## src/rtl/data_memory_banked_if.sv

```systemverilog
// CPU-side request/response bundle for the banked data memory.
// The master issues load/store requests; the slave answers with ready, rvalid, DataRd and err.
interface data_memory_banked_if #(
  parameter int ADDR_W = 32
);
  logic              req;
  logic              DMWR;
  logic [2:0]        DMCtrl;
  logic [ADDR_W-1:0] address;
  logic [31:0]       writeData;
  logic              ready;
  logic              rvalid;
  logic [31:0]       DataRd;
  logic              err;

  modport master (
    output req, DMWR, DMCtrl, address, writeData,
    input  ready, rvalid, DataRd, err
  );

  modport slave (
    input  req, DMWR, DMCtrl, address, writeData,
    output ready, rvalid, DataRd, err
  );
endinterface

```

## src/rtl/data_memory_banked.sv

```systemverilog
// Word-organised little-endian data memory with registered loads, fault detection,
// a zero-fill sequencer after reset and a registered byte-snoop port for the display.
module data_memory_banked #(
  parameter int DEPTH_BYTES = 64,
  parameter int ADDR_W      = 32,
  parameter int DISP_AW     = 6
) (
  input  logic                 clk,
  input  logic                 rst,
  data_memory_banked_if.slave  bus,
  input  logic [DISP_AW-1:0]   disp_addr,
  output logic [7:0]           disp_data
);

  localparam int WORDS = DEPTH_BYTES / 4;
  localparam int CW    = (WORDS > 1) ? $clog2(WORDS) : 1;
  localparam logic [ADDR_W:0]  DEPTH_EXT = (ADDR_W+1)'(DEPTH_BYTES);
  localparam logic [DISP_AW:0] DISP_LIM  = (DISP_AW+1)'(DEPTH_BYTES);

  typedef enum logic {
    CLEAR,
    IDLE
  } state_t;

  state_t        state_q, state_d;
  logic [CW-1:0] count_q, count_d;

  logic [31:0]   mem_q [WORDS];

  logic          rvalid_q;
  logic          err_q;
  logic [31:0]   dataRd_q;
  logic [7:0]    dispData_q;

  logic          ready;
  logic          accept;
  logic          fault;
  logic          badCtrl;
  logic          misaligned;
  logic          outOfRange;
  logic [2:0]    size;
  logic [ADDR_W:0] endAddr;
  logic [CW-1:0] wordIdx;
  logic [3:0]    byteEn;
  logic [31:0]   laneData;
  logic          storeEn;
  logic          loadEn;
  logic [31:0]   rdWord;
  logic [7:0]    rdByte;
  logic [15:0]   rdHalf;
  logic [31:0]   loadData;
  logic [31:0]   dispWord;
  logic          dispInRange;

  always_ff @(posedge clk) begin
    if (rst) begin
      state_q <= CLEAR;
      count_q <= '0;
    end else begin
      state_q <= state_d;
      count_q <= count_d;
    end
  end

  always_comb begin
    state_d = state_q;
    count_d = count_q;
    ready   = 1'b0;
    case (state_q)
      CLEAR: begin
        count_d = count_q + CW'(1);
        if (count_q == CW'(WORDS - 1)) begin
          state_d = IDLE;
          count_d = '0;
        end
      end
      IDLE: begin
        ready = 1'b1;
      end
      default: begin
        state_d = CLEAR;
        count_d = '0;
      end
    endcase
  end

  // Size and legality decode; the range check runs one bit wider so address+3 cannot wrap.
  always_comb begin
    size       = 3'd1;
    badCtrl    = 1'b0;
    misaligned = 1'b0;
    case (bus.DMCtrl)
      3'b000, 3'b100: size = 3'd1;
      3'b001, 3'b101: begin
        size       = 3'd2;
        misaligned = bus.address[0];
      end
      3'b010: begin
        size       = 3'd4;
        misaligned = |bus.address[1:0];
      end
      default: badCtrl = 1'b1;
    endcase
  end

  assign endAddr    = {1'b0, bus.address} + (ADDR_W+1)'(size) - (ADDR_W+1)'(1);
  assign outOfRange = (endAddr >= DEPTH_EXT);
  assign fault      = badCtrl | misaligned | outOfRange;
  assign accept     = bus.req & ready;
  assign storeEn    = accept & bus.DMWR & ~fault & ~rst;
  assign loadEn     = accept & ~bus.DMWR;
  assign wordIdx    = bus.address[CW+1:2];

  always_comb begin
    byteEn   = 4'b1111;
    laneData = bus.writeData;
    case (bus.DMCtrl[1:0])
      2'b00: begin
        byteEn   = 4'b0001 << bus.address[1:0];
        laneData = {4{bus.writeData[7:0]}};
      end
      2'b01: begin
        byteEn   = 4'b0011 << bus.address[1:0];
        laneData = {2{bus.writeData[15:0]}};
      end
      default: begin
        byteEn   = 4'b1111;
        laneData = bus.writeData;
      end
    endcase
  end

  assign rdWord = mem_q[wordIdx];
  assign rdByte = rdWord[{bus.address[1:0], 3'b000} +: 8];
  assign rdHalf = rdWord[{bus.address[1], 4'b0000} +: 16];

  always_comb begin
    loadData = rdWord;
    case (bus.DMCtrl)
      3'b000:  loadData = {{24{rdByte[7]}}, rdByte};
      3'b100:  loadData = {24'h0, rdByte};
      3'b001:  loadData = {{16{rdHalf[15]}}, rdHalf};
      3'b101:  loadData = {16'h0, rdHalf};
      default: loadData = rdWord;
    endcase
  end

  // Storage has no reset; the CLEAR sequence is the only thing that zeroes it.
  always_ff @(posedge clk) begin
    if (state_q == CLEAR && !rst) begin
      mem_q[count_q] <= '0;
    end else if (storeEn) begin
      for (int b = 0; b < 4; b++) begin
        if (byteEn[b]) begin
          mem_q[wordIdx][8*b +: 8] <= laneData[8*b +: 8];
        end
      end
    end
  end

  assign dispWord    = mem_q[disp_addr[CW+1:2]];
  assign dispInRange = ({1'b0, disp_addr} < DISP_LIM);

  always_ff @(posedge clk) begin
    if (rst) begin
      rvalid_q   <= 1'b0;
      err_q      <= 1'b0;
      dataRd_q   <= '0;
      dispData_q <= '0;
    end else begin
      rvalid_q <= loadEn;
      err_q    <= accept & fault;
      if (loadEn) begin
        dataRd_q <= fault ? 32'h0 : loadData;
      end
      dispData_q <= dispInRange ? dispWord[{disp_addr[1:0], 3'b000} +: 8] : 8'h00;
    end
  end

  assign bus.ready  = ready;
  assign bus.rvalid = rvalid_q;
  assign bus.err    = err_q;
  assign bus.DataRd = dataRd_q;
  assign disp_data  = dispData_q;

endmodule

```

## src/flat_wrapper.sv

```systemverilog
// flat-port wrapper written by rule: the top's interface ports become plain ports
module data_memory_banked_flat 
#(
  parameter int DEPTH_BYTES = 64,
  parameter int ADDR_W      = 32,
  parameter int DISP_AW     = 6
)
  (clk, rst, disp_addr, disp_data, bus_req, bus_DMWR, bus_DMCtrl, bus_address, bus_writeData, bus_ready, bus_rvalid, bus_DataRd, bus_err);
  data_memory_banked_if #(.ADDR_W(ADDR_W)) bus_i ();
  input  logic clk;
  input  logic rst;
  input  logic [DISP_AW-1:0] disp_addr;
  output logic [7:0] disp_data;
  input wire logic [$bits(bus_i.req)-1:0] bus_req;
  input wire logic [$bits(bus_i.DMWR)-1:0] bus_DMWR;
  input wire logic [$bits(bus_i.DMCtrl)-1:0] bus_DMCtrl;
  input wire logic [$bits(bus_i.address)-1:0] bus_address;
  input wire logic [$bits(bus_i.writeData)-1:0] bus_writeData;
  output wire logic [$bits(bus_i.ready)-1:0] bus_ready;
  output wire logic [$bits(bus_i.rvalid)-1:0] bus_rvalid;
  output wire logic [$bits(bus_i.DataRd)-1:0] bus_DataRd;
  output wire logic [$bits(bus_i.err)-1:0] bus_err;
  assign bus_i.req = bus_req;
  assign bus_i.DMWR = bus_DMWR;
  assign bus_i.DMCtrl = bus_DMCtrl;
  assign bus_i.address = bus_address;
  assign bus_i.writeData = bus_writeData;
  assign bus_ready = bus_i.ready;
  assign bus_rvalid = bus_i.rvalid;
  assign bus_DataRd = bus_i.DataRd;
  assign bus_err = bus_i.err;
  data_memory_banked #(.DEPTH_BYTES(DEPTH_BYTES), .ADDR_W(ADDR_W), .DISP_AW(DISP_AW)) u_core (.clk(clk), .rst(rst), .bus(bus_i), .disp_addr(disp_addr), .disp_data(disp_data));
endmodule
```

## config.mk

```make
export PLATFORM = sky130hd
export DESIGN_NAME = data_memory_banked_flat
export DESIGN_NICKNAME = d
export VERILOG_FILES = /design/src/rtl/data_memory_banked_if.sv /design/src/rtl/data_memory_banked.sv /design/src/flat_wrapper.sv
export SDC_FILE = /design/constraint.sdc
export NUM_CORES = 1
export LEC_CHECK = 0
export ABC_AREA = 1
export CORE_ASPECT_RATIO = 1.2
export CORE_MARGIN = 3
export CORE_UTILIZATION = 40
export CTS_BUF_LIST = sky130_fd_sc_hd__clkbuf_4 sky130_fd_sc_hd__clkbuf_8
export CTS_CLUSTER_SIZE = 25
export DETAILED_ROUTE_END_ITERATION = 16
export PLACE_DENSITY_LB_ADDON = 0.1
export REMOVE_ABC_BUFFERS = 1
export SYNTH_ARGS = -nofsm -noshare
export SYNTH_HDL_FRONTEND = slang
export SYNTH_SLANG_ARGS = --single-unit
```

## constraint.sdc

```tcl
create_clock -name clk -period 7.7 [get_ports clk]
set_input_delay 1.54 -clock clk [delete_from_list [all_inputs] [get_ports clk]]
set_output_delay 1.54 -clock clk [all_outputs]
set_load 0.01 [all_outputs]
```

==> flow_summary.yaml, run 1 <==
detailed_routing:
  via_per_inst: 6.17
  first_pass_iters: 6
  routedWlPerCell_um: 27.0
  drc: 0
  wirelength_um: 124000
  drtIter0Drc: 3614
  postRouteAntennaNets: 0
  vias: 28300
floorplanning:
  dieArea_sq_um: 79300
  die_x_um: 258
  fp.coreArea_sq_um: 75100
  io_pins: 120
  chipHeight_um: 308
  row_count: 110
  start_util_pct: 40.4
final_layout:
  area_growth_pct: 12.9
  n_fill_cell: 7297
  seq_area_sq_um: 16300
  drive_above_1_share_pct: 8.38
  stdcell_count: 4589
  nets: 3625
  multi_input_comb_area_sq_um: 12300
  utilization_pct: 45.6
critical_path:
  r2r_start: "u_core.state_q"
  slowest_stage: "clkdlybuf4s50_1"
  cpPeakStageDelay_ns: 0.81
  arrival_ns: 6.93
  endpoint_kind: "flip-flop"
  worstSetupPathType: "input pin to flip-flop"
  cp_data_required_time_ns: 8.02
  crit_top_cell: "nand2_1"
  cp_max_fo: 13
  critPathLaunchType: "input pin"
  crit_path_start: "bus_DMCtrl[0]"
  worst-path-buf-inv: 4
  critPathTopFamily: "simple AND/OR/NAND/NOR gates"
synthesis:
  async_reset_ff_share_pct: 0
  ys_ff_latch: 559
  synth_edf_count: 512
  synth_cell_types: 45
  ys_warn_count: 0
  syn_area_sq_um: 30400
  syn_inst: 3470
  avgSynthCellArea_sq_um: 8.75
  synth-main-ff-cell: "edfxtp_1"
  yosysSeqAreaShare_pct: 53.7
pwr:
  pwr-share-clk_pct: 38.0
  p_sw_mw: 1.98
  swShare_pct: 28.2
  p_leak_nw: 12.8
  combPwrFrac_pct: 14.5
  peakVddDrop_mv: 0.113
  pwr_density_cell_nw_per_um2: 204
  power_frac_seq_pct: 47.5
  p_int_mw: 5.03
  finalPower_mw: 7.00
placed_design:
  dp_cells: 4430
  dp_hpwl_um: 82300
  gp_congestion: 0.958
  port_buffers: 119
sta:
  fin_skew_ns: 0.0339
  setup_viol: 0
  fmax_mhz: 151
  hold_viol: 0
  post-route-min-period_ns: 6.62
  worst_hold_slack_ns: 0.466
  worst-slew-pin-transition_ns: 1.11
  setup_tns_ns: 0
  finalCritPeriodShare_pct: 85.9
  relSlewSlack_pct: 25.5
  slew_viol_final: 0
  rsz0062_at_grt: "false"
clocking:
  postCtsHoldBufs: 0
  post_cts_buffers: 0
  cts_tree: "done"
  clock-sinks: 559
  clock_latency_ns: 0.71
  htree_levels: 3
  numCtsBuffers: 88
  clk_pin_slew_worst_paths_ns: 0.06
  cts_root_buffer: "clkbuf_8"
  cts_buffer_depth: 3
  ctsResizeCount: 0
flow_run:
  cap_violations: 0
grt:
  grt_pass1_vias: 26800
  grt-ovfl-total: 0
  antenna_found_initial: 4
  grt_use_total_pct: 30.6
  grt_max_degree: 133
  grt_pass1_wl_um: 179000
hold_path:
  hold_path_startpoint: "u_core.bus.DataRd[3]"
  holdCritPathClass: "flip-flop to flip-flop"
status:
  run_status: "finished, final reports clean"
layer usage:
metal  GRT usage (%)  part of all wire, %  up-vias
met3            5.81                  9.6      339
met5               0                0.030        -
met2            50.0                   47     1811
li1                -                    -    12500
met4            18.3                  6.5        4
met1            37.7                   37    13700
placed cells by master (no fill, tap or decap), drive strengths merged:
master / netlist / final
clkdlybuf4s50: 0 / 111
o21ai: 577 / 577
a21o: 2 / 2
bufinv: 0 / 5
dfxtp: 47 / 47
clkinvlp: 0 / 7
buf: 29 / 84
xnor2: 2 / 2
a22oi: 2 / 2
edfxtp: 512 / 512
o32ai: 3 / 3
xor2: 1 / 1
a22o: 3 / 3
o211ai: 32 / 32
diode: 0 / 2
ha: 35 / 35
inv: 218 / 220
clkbuf: 214 / 125
nand4: 19 / 19
a221o: 2 / 2
clkinv: 7 / 25
a32o: 9 / 9
a221oi: 4 / 4
nand3: 173 / 173
nand2: 481 / 481
nand3b: 9 / 9
o21a: 3 / 3
a21oi: 108 / 108
o22ai: 81 / 81
a211oi: 3 / 3
and3: 1 / 1
o221ai: 163 / 163
fa: 1 / 1
nor2: 694 / 694
a31oi: 16 / 16
nor3: 19 / 19
registers in the layout, indices dropped and copies added, names as in the netlist:
| register | cells |
|---|---|
| u_core.mem_q | 512 |
| u_core.bus.DataRd | 32 |
| u_core.disp_data | 8 |
| u_core.count_q | 4 |
| u_core.bus.err | 1 |
| u_core.bus.rvalid | 1 |
| u_core.state_q | 1 |
final timing paths:
check / to / slack [ns] / cells after the start
min reg2reg: u_core.bus.DataRd[3] / 0.47 / 2
max: u_core.mem_q[13][3] / 1.08 / 26
max reg2reg: u_core.mem_q[13][3] / 3.53 / 10
min: u_core.bus.DataRd[3] / 0.47 / 2
power by group through the flow:
| stage | sequential [mW] | clock [mW] | combinational (mW) |
|---|---|---|---|
| 6_report | 3.33 | 2.66 | 1.02 |
| 5_1_grt | 3.33 | 2.83 | 1.09 |
| 4_1_cts | 3.33 | 2.69 | 0.991 |
| 2_1_floorplan | 3.38 | 0 | 0.546 |
| 3_3_place_gp | 3.39 | 0 | 0.982 |
| 3_5_place_dp | 3.39 | 0 | 0.989 |
worst reg2reg max path, cell delays in order, from the launching register on:
cell,delay [ns]
dfxtp_1,0.48
nand2_1,0.19
nor2_1,0.15
inv_1,0.06
nor2_1,0.83
nand4_1,0.41
nand2_1,0.19
nand2_2,0.13
nor2_4,0.18
nand2_1,0.43
nor2_1,0.72
final cells by class:
class / instances / area share [%]
diodes: 2 / 0.0146
well taps: 1008 / 3.68
inverters: 225 / 2.52
repair buffers: 195 / 5.19
flip-flops and latches: 559 / 47.6
clock buffers: 125 / 4.40
clock inverters: 32 / 0.847
multi-input cells: 2443 / 35.8
cell usage after synthesis, types with 11 or more instances:
master,number,area share (%)
nand3_1,169,2.8
nand2_2,19,0.39
buf_1,11,0.14
nor3_1,17,0.28
o21ai_0,576,9.5
nor2_1,671,8.3
o221ai_1,163,4.7
a31oi_1,16,0.33
nand4_1,19,0.39
ha_1,35,1.4
nand2_1,458,5.7
edfxtp_1,512,51
a21oi_1,107,1.8
nor2_2,13,0.27
dfxtp_1,47,3.1
inv_1,210,2.6
o22ai_1,81,1.7
buf_2,13,0.21
o211ai_1,32,0.79
clkbuf_1,214,2.6
kinds of logic (layout without fill, tap and decap cells):
| logic type | count (synthesis) | count (layout) | synth area share [%] |
|---|---|---|---|
| and+or+nand+nor | 1396 | 1396 | 19.1 |
| xor gates and xnor gates | 3 | 3 | 0.0865 |
| buffers and inverters | 468 | 577 | 5.91 |
| other | 0 | 2 | 0 |
| AOI/OAI and AO/OA | 1008 | 1008 | 19.7 |
| DFF | 559 | 559 | 53.7 |
| adders and majority gates | 36 | 36 | 1.51 |
metrics by stage:
stage | worst slack, ns | cell area, sq um
after floorplan | -1.16 | 29400
after global placement | 0.681 | 32500
after detailed placement | 0.557 | 32500
after CTS | 1.28 | 34300
after global routing | 0.696 | 34300
final | 1.08 | 34300
(Power assumes the default switching activity.)
==> inputs of run 2 (changes only) <==
- clock period: 7.7 -> 8.3 ns (I/O delays scaled with it)
==> run 2 against run 1 <==
Against the previous run:
- cell count up 0.24%
- via count is 0.72% lower
- highest routed layer unchanged
- critical endpoint is now u_core.mem_q[14][21]
- routed wire length barely moved
==> flow_summary.yaml, run 2 (synthesized netlist as in run 1, its figures left out) <==
status:
  run_status: "finished, final reports clean"
critical_path:
  cp_max_fo: 21
  endpoint_kind: "flip-flop"
  r2r_cells: 10
  cpPeakStageDelay_ns: 0.75
  arrival_ns: 7.23
  crit_chain: "clkdlybuf4s50_1 -> inv_1 -> ha_1 -> inv_1 -> ha_1 -> inv_1 -> fa_1 -> inv_1 -> nand3_1 -> nand2_1 -> nand2_1 -> nand2_2 -> nand2_1 -> nand2_1 -> xor2_1 -> nor2_1 -> nand4_1 -> nor2_4 -> nand3_4 -> nand2_1 -> nand2_1 -> nor2_4 -> nand2_1 -> nor2_1"
  timing.rr.end: "u_core.mem_q[14][21]"
  worstSetupPathType: "input pin to flip-flop"
  r2r_start: "u_core.state_q"
  rrSetupSlack_ns: 4.14
  crit_top_cell: "nand2_1"
  slowest_stage: "nor2_1"
  cp-endpoint: "u_core.mem_q[14][21]"
  critPathLaunchType: "input pin"
  cp_data_required_time_ns: 8.64
  crit_path_start: "bus_address[1]"
final_layout:
  nets: 3626
  utilization_pct: 45.8
  regMostFlops: "u_core.mem_q"
  area_growth_pct: 13.3
  mostFrequentLayoutCells: "671 x nor2_1, 576 x o21ai_0, 512 x edfxtp_1"
  drive_above_1_share_pct: 8.36
  largest_reg_flops: 512
  n_fill_cell: 7324
  layout_commonest_cell: "nor2_1"
grt:
  grt_pass1_vias: 26400
  grt_max_degree: 155
  grt_pass1_wl_um: 179000
  grt-ovfl-total: 0
  antenna_found_initial: 5
  grt_use_total_pct: 30.4
clocking:
  ctsResizeCount: 0
  clock-sinks: 559
  postCtsHoldBufs: 0
  clk_pin_slew_worst_paths_ns: 0.06
  htree_levels: 3
  numCtsBuffers: 91
  cts_buffer_depth: 3
  clock_latency_ns: 0.73
  cts_root_buffer: "clkbuf_8"
  cts_tree: "done"
  post_cts_buffers: 0
sta:
  fin_skew_ns: 0.0380
  fin_ws_ns: 1.41
  worst_hold_slack_ns: 0.462
  hold_viol: 0
  setup_viol: 0
  worst-slew-pin-transition_ns: 1.13
  finalCritPeriodShare_pct: 83.0
  post-route-min-period_ns: 6.89
  slew_viol_final: 0
  setup_tns_ns: 0
  relSlewSlack_pct: 24.4
  rsz0062_at_grt: "false"
  fmax_mhz: 145
detailed_routing:
  via_per_inst: 6.11
  drtIter0Drc: 3377
  wl_met2_um: 58400
  first_pass_iters: 6
  routedWlPerCell_um: 27.0
  drc: 0
  met3_length_um: 11500
  wirelength_um: 124000
  highest_layer: "met5"
  vias: 28100
  postRouteAntennaNets: 0
  wl_met1_um: 46800
pwr:
  finalPower_mw: 6.59
  pwr_density_cell_nw_per_um2: 192
  p_int_mw: 4.73
  p_leak_nw: 12.9
  peakVddDrop_mv: 0.0962
  combPwrFrac_pct: 14.2
  p_sw_mw: 1.86
  power_frac_seq_pct: 46.8
  pwr-share-clk_pct: 39.0
  swShare_pct: 28.3
placed_design:
  place_ws_ns: 0.801
  port_buffers: 119
  dp_hpwl_um: 82200
  gp_congestion: 0.970
floorplanning:
  dieArea_sq_um: 79300
  io_pins: 120
  chipHeight_um: 308
  row_count: 110
  die_x_um: 258
  fp.coreArea_sq_um: 75100
  start_util_pct: 40.4
flow_run:
  cap_violations: 0
hold_path:
  holdCritPathClass: "flip-flop to flip-flop"
==> run 2: area by class of cell <==
cell class	instances	area [sq um]	area share [%]
repair buffers	193	1780	5.16
inverters	225	863	2.51
multi-input cells	2443	12300	35.6
clock inverters	55	447	1.30
diodes	4	10.0	0.0291
well taps	1008	1260	3.67
flip-flops and latches	559	16300	47.4
clock buffers	113	1470	4.28
==> run 2: worst min path at each step <==
stage	start	to	slack [ns]	cells past startpoint
2_1_floorplan	u_core.count_q[1]	u_core.count_q[1]	0.48	2
3_3_place_gp	u_core.bus.DataRd[1]	u_core.bus.DataRd[1]	0.46	2
3_5_place_dp	u_core.bus.DataRd[1]	u_core.bus.DataRd[1]	0.46	2
4_1_cts	u_core.bus.DataRd[1]	u_core.bus.DataRd[1]	0.47	2
5_1_grt	u_core.bus.DataRd[31]	u_core.bus.DataRd[31]	0.49	2
6_report	u_core.bus.DataRd[1]	u_core.bus.DataRd[1]	0.46	2
==> run 2: power groups by stage <==
stage | Sequential (mW) | Clock [mW] | Combinational, mW
final | 3.09 | 2.57 | 0.938
after global routing | 3.09 | 2.73 | 1.01
after CTS | 3.08 | 2.60 | 0.918
after detailed placement | 3.14 | 0 | 0.916
after global placement | 3.14 | 0 | 0.908
after floorplan | 3.14 | 0 | 0.506
==> run 2: routing by layer <==
| metal | vias up | GRT usage (%) |
|---|---|---|
| met4 | 4 | 16.7 |
| met5 | - | 0 |
| met1 | 13600 | 37.7 |
| met3 | 295 | 5.53 |
| li1 | 12500 | - |
| met2 | 1781 | 50.5 |
==> run 2: through the flow <==
step                      instance area (sq um)  cells
after floorplan                           29400   3227
after global placement                    32500   4428
after detailed placement                  32500   4428
after CTS                                 34400   4596
after global routing                      34400   4598
final                                     34400   4600
==> run 2: critical path: cells and delay by family <==
kind          cells  cell delay [ns]
xor+xnor          1             0.08
fa+ha+maj         3             1.07
buf+inv           5             1.37
simple gates     15             3.06
